### src/rtl/rv32i_fetch_pkg.sv
// Shared types and constants for the RV32I instruction fetch stage.
package rv32i_fetch_pkg;

  localparam int unsigned XLEN  = 32;
  localparam int unsigned TMR_W = 8;

  typedef enum logic [2:0] {
    IDLE,
    FETCH,
    DROP,
    VALID,
    FAULT
  } fetch_state_t;

  localparam logic [1:0] FAULT_NONE     = 2'b00;
  localparam logic [1:0] FAULT_MISALIGN = 2'b01;
  localparam logic [1:0] FAULT_TIMEOUT  = 2'b10;

  // addi x0, x0, 0
  localparam logic [XLEN-1:0] RV32I_NOP = 32'h0000_0013;

endpackage

### src/rtl/fetch_timer.sv
// Saturating request-age counter; expire_o flags the last cycle a request may wait for its ack.
module fetch_timer
  import rv32i_fetch_pkg::*;
#(
  parameter int unsigned TIMEOUT_CYCLES = 16
) (
  input  logic clk,
  input  logic clr,
  input  logic clear_i,
  input  logic en_i,
  output logic expire_o
);

  logic [TMR_W-1:0] cnt_q;
  logic [TMR_W-1:0] cnt_d;

  always_comb begin
    cnt_d = cnt_q;
    if (clear_i) begin
      cnt_d = '0;
    end else if (en_i && (cnt_q != '1)) begin
      cnt_d = cnt_q + TMR_W'(1);
    end
  end

  always_ff @(posedge clk or negedge clr) begin
    if (!clr) begin
      cnt_q <= '0;
    end else begin
      cnt_q <= cnt_d;
    end
  end

  assign expire_o = (cnt_q == TMR_W'(TIMEOUT_CYCLES - 1));

endmodule

### src/rtl/instr_fetch.sv
// Instruction fetch: reads the word at pc_val over a req/ack memory port, hands it to decode
// with valid/ready, and steps the PC once per accepted instruction.
module instr_fetch
  import rv32i_fetch_pkg::*;
#(
  parameter int unsigned     TIMEOUT_CYCLES = 16,
  parameter logic [XLEN-1:0] NOP_INSTR      = RV32I_NOP
) (
  input  logic            clk,
  input  logic            clr,
  input  logic [XLEN-1:0] pc_val,
  input  logic            flush,
  output logic            mem_req,
  output logic [XLEN-1:0] mem_addr,
  input  logic            mem_ack,
  input  logic [XLEN-1:0] mem_rdata,
  output logic [XLEN-1:0] instr,
  output logic [XLEN-1:0] instr_pc,
  output logic            instr_valid,
  input  logic            dec_ready,
  output logic            pc_inc,
  output logic            pc_disable,
  output logic            fetch_err,
  output logic [1:0]      fault_code
);

  fetch_state_t    state_q;
  logic            mem_req_q;
  logic [XLEN-1:0] mem_addr_q;
  logic [XLEN-1:0] instr_q;
  logic [XLEN-1:0] instr_pc_q;
  logic            instr_valid_q;
  logic            fetch_err_q;
  logic [1:0]      fault_code_q;

  logic busy;
  logic tmr_expire;

  assign busy = (state_q == FETCH) || (state_q == DROP);

  fetch_timer #(
    .TIMEOUT_CYCLES(TIMEOUT_CYCLES)
  ) u_timer (
    .clk     (clk),
    .clr     (clr),
    .clear_i (!busy),
    .en_i    (busy && !mem_ack),
    .expire_o(tmr_expire)
  );

  // PC step controls are combinational so the PC moves in the same cycle decode accepts.
  assign pc_inc     = (state_q == VALID) && dec_ready && !flush;
  assign pc_disable = !(pc_inc || flush);

  always_ff @(posedge clk or negedge clr) begin
    if (!clr) begin
      state_q       <= IDLE;
      mem_req_q     <= 1'b0;
      mem_addr_q    <= '0;
      instr_q       <= NOP_INSTR;
      instr_pc_q    <= '0;
      instr_valid_q <= 1'b0;
      fetch_err_q   <= 1'b0;
      fault_code_q  <= FAULT_NONE;
    end else begin
      unique case (state_q)
        IDLE: begin
          if (pc_val[1:0] != 2'b00) begin
            state_q      <= FAULT;
            fetch_err_q  <= 1'b1;
            fault_code_q <= FAULT_MISALIGN;
          end else begin
            state_q    <= FETCH;
            mem_req_q  <= 1'b1;
            mem_addr_q <= pc_val;
          end
        end
        // An ack on the last allowed cycle still completes the fetch.
        FETCH: begin
          if (mem_ack) begin
            mem_req_q <= 1'b0;
            if (flush) begin
              state_q <= IDLE;
            end else begin
              state_q       <= VALID;
              instr_q       <= mem_rdata;
              instr_pc_q    <= mem_addr_q;
              instr_valid_q <= 1'b1;
            end
          end else if (tmr_expire) begin
            state_q      <= FAULT;
            mem_req_q    <= 1'b0;
            fetch_err_q  <= 1'b1;
            fault_code_q <= FAULT_TIMEOUT;
          end else if (flush) begin
            state_q <= DROP;
          end
        end
        // Keep the request up until memory answers, then throw the data away.
        DROP: begin
          if (mem_ack) begin
            state_q   <= IDLE;
            mem_req_q <= 1'b0;
          end else if (tmr_expire) begin
            state_q      <= FAULT;
            mem_req_q    <= 1'b0;
            fetch_err_q  <= 1'b1;
            fault_code_q <= FAULT_TIMEOUT;
          end
        end
        VALID: begin
          if (flush) begin
            state_q       <= IDLE;
            instr_valid_q <= 1'b0;
            instr_q       <= NOP_INSTR;
          end else if (dec_ready) begin
            state_q       <= IDLE;
            instr_valid_q <= 1'b0;
          end
        end
        FAULT: begin
          if (flush) begin
            state_q      <= IDLE;
            fetch_err_q  <= 1'b0;
            fault_code_q <= FAULT_NONE;
          end
        end
        default: begin
          state_q   <= IDLE;
          mem_req_q <= 1'b0;
        end
      endcase
    end
  end

  assign mem_req     = mem_req_q;
  assign mem_addr    = mem_addr_q;
  assign instr       = instr_q;
  assign instr_pc    = instr_pc_q;
  assign instr_valid = instr_valid_q;
  assign fetch_err   = fetch_err_q;
  assign fault_code  = fault_code_q;

endmodule

### config.mk
export PLATFORM = sky130hd
export DESIGN_NAME = instr_fetch
export DESIGN_NICKNAME = d
export VERILOG_FILES = /design/src/rtl/rv32i_fetch_pkg.sv /design/src/rtl/fetch_timer.sv /design/src/rtl/instr_fetch.sv
export SDC_FILE = /design/constraint.sdc
export NUM_CORES = 1
export LEC_CHECK = 0
export CORE_MARGIN = 5
export CORE_UTILIZATION = 59
export CTS_BUF_LIST = sky130_fd_sc_hd__clkbuf_4 sky130_fd_sc_hd__clkbuf_8
export DETAILED_ROUTE_END_ITERATION = 12
export DONT_BUFFER_PORTS = 1
export GPL_ROUTABILITY_DRIVEN = 1
export PLACE_DENSITY = 0.79
export SLEW_MARGIN = 20
export SYNTH_ARGS = -nofsm -noshare
export SYNTH_HDL_FRONTEND = slang
export SYNTH_SLANG_ARGS = --single-unit
### constraint.sdc
create_clock -name clk -period 1.8 [get_ports clk]
set_input_delay 0.09 -clock clk [delete_from_list [all_inputs] [get_ports clk]]
set_output_delay 0.09 -clock clk [all_outputs]
set_load 0.01 [all_outputs]
==> results.json, run 1 <==
{
  "syn-instance-count": 382,
  "grt_max_degree": 113,
  "p_leak_uw": 0.002679,
  "ios": 172,
  "finalCritPeriodShare_pct": 97.54,
  "arrival_ns": 2.00,
  "ys_top_cells_by_count": "109 x dfrtp_1, 96 x nand2_1, 30 x mux2_1, 29 x a22o_1, 16 x clkbuf_1",
  "fmax_ghz": 0.5696,
  "min_path_type": "in2async",
  "wl_per_cell_um": 19.86,
  "synthFlopType": "dfrtp_1",
  "violations": "negative hold slack",
  "grt-ovfl-total": 0,
  "clkLatencyLatePin_ns": 0.37,
  "rsz0062_at_grt": "yes",
  "nets": 521,
  "cts.path.max_buffers": 2,
  "vdd_drop_max_uv": 909.2,
  "end_kind": "flip-flop",
  "max_cap_violations": 0,
  "p_per_area_nw_per_um2": 1474,
  "grt_usage_pct": 23.24,
  "grt_pass1_vias": 3319,
  "synth-edff-count": 0,
  "synth_area_um2": 4502,
  "synth-seq-cells": 112,
  "area_growth_pct": 22.85,
  "cts-root-buf": "clkbuf_8",
  "startpoint_type": "flip-flop",
  "setup_viol": 0,
  "die_w_um": 97.35,
  "antenna_found_initial": 0,
  "vias_per_cell": 5.793,
  "slew-limit-headroom_pct": 67.91,
  "drc": 0,
  "diodes": 0,
  "h-tree-depth": 3,
  "start_util_pct": 61.41,
  "vias": 3215,
  "whs_ns": -0.5895,
  "numCtsBuffers": 9,
  "ys_types": 46,
  "path_class": "reg2reg",
  "firstDrtPassIters": 5,
  "synth-warning-count": 0,
  "synthTopCellsByArea": "dfrtp_1 61%, nand2_1 8.0%, mux2_1 7.5%",
  "syn_avg_cell_area_um2": 11.78,
  "path_clk_slew_ns": 0.10,
  "hold_buffers": 66,
  "fp.dieH_um": 97.35,
  "rows": 31,
  "syn_nets": 452,
  "synth_top_area_share_pct": 60.59,
  "cts_tree": "built",
  "fin_worst_skew_ns": 0.01306,
  "port_buffers": 0,
  "ant_nets": 0,
  "cp.required_ns": 2.05,
  "routed_wl_mm": 11.03,
  "status": "finished with violations",
  "hpwlAfterDp_mm": 7.040,
  "core_area_um2": 7331,
  "hold_viol": 112,
  "synth.largest_area_cell": "dfrtp_1",
  "ys_seq_area_share_pct": 62.34,
  "power_uw": 8154,
  "period_needed_ns": 1.756,
  "post-place-ws_ns": 0.06640,
  "routabilityCongestion": 0.8493,
  "drtIter0Drc": 117,
  "synth.most_common_cell": "dfrtp_1",
  "drive_gt1_share_pct": 10.96,
  "worst_pin_slew_ns": 0.4693,
  "setup_ws_ns": 0.04432,
  "die_area_um2": 9477,
  "cts_sinks": 112,
  "cp_max_fo": 45,
  "grt_pass1_wl_mm": 17.79,
  "reg2regPathDepth": 4,
  "synthArstFlopShare_pct": 100.0,
  "final_max_slew_viol_count": 0
}
[flip-flops by register name, summed over array words and instances (netlist names)]
signal / flops
instr_valid: 1
fetch_err: 1
fault_code: 2
u_timer.cnt_q: 8
mem_addr: 32
state_q: 3
instr_pc: 32
instr: 32
mem_req: 1
[worst max-delay path, cell delays in order, from the launching register on]
cell and delay (ns):
dfrtp_1 0.44, nand2b_4 0.20, nor4b_4 0.34, buf_12 0.27
mux2_1 0.36
[final cells by class]
class	count	area, µm²
Clock buffer	11	151.4
Clock inverter	5	50.05
Fill cell	466	1800
Inverter	6	22.52
Multi-Input combinational cell	239	1570
Sequential cell	112	2808
Tap cell	99	123.9
Timing Repair Buffer	83	804.5
[cells by family (layout without fill, tap and decap cells)]
kind of cell             after synthesis  after routing  synth area share, %
AO/OA/AOI/OAI                         61             61                10.95
XOR/XNOR                               6              6                1.167
adder cells (fa/ha/maj)                1              1               0.2779
buffers and inverters                 31            105                3.002
flip-flops                           112            112                62.34
multiplexers                          36             36                8.922
AND/OR/NAND/NOR                      135            135                13.34
[placed cells by master (no fill, tap or decap), types with 3 or more instances in the layout]
| cell type | Yosys | routed |
|---|---|---|
| a211oi_1 | 4 | 4 |
| buf_4 | 3 | 15 |
| mux2i_1 | 3 | 3 |
| nand2_1 | 96 | 96 |
| nor2b_1 | 3 | 3 |
| dlygate4sd3_1 | 0 | 66 |
| inv_1 | 6 | 6 |
| nor2_1 | 12 | 12 |
| nand3_1 | 3 | 3 |
| o21ai_0 | 4 | 4 |
| mux2_2 | 3 | 3 |
| clkbuf_8 | 0 | 11 |
| xnor2_1 | 6 | 6 |
| and3_1 | 3 | 3 |
| nor3_1 | 3 | 3 |
| a21oi_1 | 6 | 6 |
| o22a_1 | 3 | 3 |
| mux2_1 | 30 | 30 |
| dfstp_2 | 3 | 3 |
| dfrtp_1 | 109 | 108 |
| a22o_1 | 29 | 29 |
[power by group]
| part | internal, µW | total [µW] | switching, µW |
|---|---|---|---|
| logic | 985 | 1870 | 886 |
| registers | 3500 | 4820 | 1320 |
| clock network | 604 | 1470 | 863 |
[repair_timing]
item | 4_1_cts | 5_1_grt
setup buffers | 0 | 0
endpoints found under the hold margin | 180 | 112
endpoints found under the setup margin | 0 | 18
resized for setup | 0 | 4
[per-layer routing]
| metal | track usage (%) | part of all wire, % | wire (µm) |
|---|---|---|---|
| met1 | 29.20 | 40 | 4358 |
| met2 | 38.22 | 50 | 5491 |
| met3 | 8.184 | 9.4 | 1040 |
| met4 | 6.816 | 1.2 | 134 |
| met5 | 0 | 0 | 0 |
[worst paths after layout]
kind                            start                to  slack [ns]
setup / recovery           state_q[2]      instr_pc[20]        0.04
hold / removal                    clr  u_timer.cnt_q[6]       -0.59
setup reg to reg           state_q[2]      instr_pc[20]        0.04
hold reg to reg              instr[4]          instr[4]        0.55
max in group asynchronous         clr          instr[0]        2.19
min in group clk              mem_ack          instr[0]        0.06
[stage by stage]
stage | setup TNS (ns) | instance area [µm²] | util, % | instances
3_5_place_dp | 0 | 4653 | 63.48 | 473
5_1_grt | -0.1002 | 5530 | 75.44 | 555
4_1_cts | 0 | 5515 | 75.23 | 555
6_report | 0 | 5530 | 75.44 | 555
3_3_place_gp | 0 | 4653 | 63.48 | 473
2_1_floorplan | 0 | 4502 | - | 382
(Power assumes the default switching activity.)
==> inputs of run 2 (changes only) <==
--- a/config.mk
+++ b/config.mk
@@ -15,4 +15,5 @@
 export SLEW_MARGIN = 20
 export SYNTH_ARGS = -nofsm -noshare
 export SYNTH_HDL_FRONTEND = slang
+export SYNTH_HIERARCHICAL = 1
 export SYNTH_SLANG_ARGS = --single-unit
==> results.json, run 2 <==
{
  "cts.path.max_buffers": 2,
  "die_w_um": 97.27,
  "synth-warning-count": 6,
  "cp.required_ns": 2.09,
  "cts_sinks": 112,
  "startpoint_type": "flip-flop",
  "ys_top_cells_by_count": "109 x dfrtp_1, 63 x mux2_2, 29 x a22o_1, 10 x nor2_1, 9 x buf_2",
  "path_class": "reg2reg",
  "critical_path.cell_chain": "xnor2_1 -> nor3_2 -> nand3_1 -> or3_1 -> a211oi_2",
  "utilization_pct": 76.77,
  "port_buffers": 0,
  "path_clk_slew_ns": 0.10,
  "synth-seq-cells": 112,
  "setup_viol": 0,
  "min_path_type": "in2async",
  "grt_pass1_wl_mm": 16.98,
  "period_needed_ns": 1.782,
  "critPathMaxStageDelay_ns": 0.44,
  "vias_per_cell": 6.028,
  "h-tree-depth": 3,
  "power_uw": 8188,
  "cts-root-buf": "clkbuf_8",
  "numCtsBuffers": 9,
  "routed_wl_mm": 10.61,
  "start_util_pct": 61.29,
  "fp.dieH_um": 97.27,
  "diodes": 0,
  "path_delay_family": "simple AND/OR/NAND/NOR gates",
  "fin_cells": 500,
  "grt_usage_pct": 22.35,
  "synth_area_um2": 4493,
  "crit_slowest_cell": "dfrtp_1",
  "rr_startpoint": "state_q[1]",
  "p_leak_uw": 0.002520,
  "fmax_ghz": 0.5611,
  "die_area_um2": 9460,
  "p_per_area_nw_per_um2": 1455,
  "wl_per_cell_um": 21.22,
  "violations": "negative hold slack",
  "worst_pin_slew_ns": 0.7117,
  "rows": 31,
  "final_cell_mix": "109 x dfrtp_1, 67 x dlygate4sd3_1, 62 x mux2_2, 29 x a22o_1, 12 x buf_4",
  "final_max_slew_viol_count": 0,
  "syn_avg_cell_area_um2": 13.95,
  "clkLatencyLatePin_ns": 0.37,
  "arrival_ns": 2.07,
  "vdd_drop_max_uv": 904.0,
  "firstDrtPassIters": 5,
  "antenna_found_initial": 0,
  "slew-limit-headroom_pct": 52.44,
  "synth-edff-count": 0,
  "synthArstFlopShare_pct": 100.0,
  "core_area_um2": 7331,
  "ys_seq_area_share_pct": 62.46,
  "startpoint": "state_q[1]",
  "top_usage_layer": "met2",
  "cts_tree": "built",
  "grt_max_degree": 113,
  "whs_ns": -0.5905,
  "nets": 466,
  "fin_worst_skew_ns": 0.01057,
  "hpwlAfterDp_mm": 6.928,
  "max_cap_violations": 0,
  "syn_nets": 392,
  "hold_buffers": 67,
  "grt_pass1_vias": 3185,
  "met1_usage_pct": 26.59,
  "status": "finished with violations",
  "synthFlopType": "dfrtp_1",
  "area_growth_pct": 25.26,
  "ant_nets": 0,
  "synthTopCellsByArea": "dfrtp_1 61%, mux2_2 16%, a22o_1 5.7%",
  "rsz0062_at_grt": "yes",
  "place_inst": 414,
  "end_kind": "flip-flop",
  "cp_max_fo": 4,
  "final_common_cell": "dfrtp_1",
  "crit_buf_inv": 0,
  "finalCritPeriodShare_pct": 99.01,
  "synth.largest_area_cell": "dfrtp_1",
  "routabilityCongestion": 0.8381,
  "vias": 3014,
  "met2_usage_pct": 36.25,
  "grt.met3_usage_pct": 10.91,
  "drive_gt1_share_pct": 29.68,
  "grt-ovfl-total": 0,
  "synth_top_area_share_pct": 60.71,
  "drtIter0Drc": 90,
  "hold_viol": 112,
  "drc": 0,
  "ys_types": 48,
  "ios": 172,
  "tns_ns": 0,
  "syn-instance-count": 322,
  "synth.most_common_cell": "dfrtp_1"
}
-- run 2: cell types whose count changed in the layout (fill, tap and decap cells not counted), sizes merged, moves of 3 or more --
| cell | before | now |
|---|---|---|
| mux2 | 33 | 65 |
| nand2 | 96 | 8 |
| nand2b | 3 | 7 |
| nor2 | 13 | 10 |
| nor3 | 3 | 8 |
| xnor2 | 6 | 1 |
-- run 2: kinds of logic after synthesis --
group | count (synthesis) | share of synthesized area, %
AND/OR/NAND/NOR | 57 | 7.157
flip-flops | 112 | 62.46
buffers and inverters | 26 | 3.147
XOR/XNOR | 1 | 0.1950
adder cells (fa/ha/maj) | 1 | 0.2784
multiplexers | 67 | 16.74
AO/OA/AOI/OAI | 58 | 10.03
-- run 2: per-layer routing --
layer,share of wire (%),wire [µm],up-vias
li1,-,-,1321
met1,36,3826,1500
met2,50,5346,169
met3,11,1212,24
met4,2.1,223,0
met5,0,0,-
-- run 2: area by class of cell --
cell class / instances / area [µm²]
flip-flops and latches: 112 / 2806
fillers: 419 / 1703
multi-input cells: 184 / 1644
repair buffers: 82 / 820.8
clock buffers: 10 / 131.4
well taps: 99 / 123.9
clock inverters: 6 / 75.07
inverters: 7 / 26.28
-- run 2: worst paths after layout --
path | slack [ns] | depth (start not counted) | end
setup / recovery | 0.02 | 5 | u_timer/cnt_q[7]
hold / removal | -0.59 | 0 | instr[20]
setup reg to reg | 0.02 | 5 | u_timer/cnt_q[7]
hold reg to reg | 0.51 | 1 | state_q[1]
max in group asynchronous | 2.22 | 0 | instr[1]
min in group clk | 0.03 | 3 | state_q[2]
-- run 2: what timing repair did --
| action | CTS | global route |
|---|---|---|
| buffers inserted | 0 | 3 |
| gates cloned | 0 | 0 |
| hold endpoints to repair | 177 | 112 |
| endpoints found under the setup margin | 31 | 38 |
| gates resized for setup | 2 | 19 |
| pin swaps | 0 | 2 |
-- run 2: power breakdown --
group	total (µW)	internal (µW)	switching, µW	leakage (µW)
Combinational	1740	1080	661	0.00101
Sequential	4910	3560	1350	0.00141
Clock	1530	679	850	0.000102
-- run 2: worst register-to-register path, stage by stage (launching register included) --
cell and delay, ns:
dfrtp_1 0.44, xnor2_1 0.17, nor3_2 0.27, nand3_1 0.21
or3_1 0.37, a211oi_2 0.24
-- run 2: stage by stage --
stage                     hold slack (ns)  setup WS [ns]  cell area (µm²)
after detailed placement          -0.2025        -0.1620             4638
after global placement            -0.2029      -0.002235             4638
final                             -0.5905        0.01787             5628
after floorplan                   -0.2056        0.06937             4499
after global routing              -0.6293       -0.06394             5628
after CTS                         -0.6196        0.03482             5525
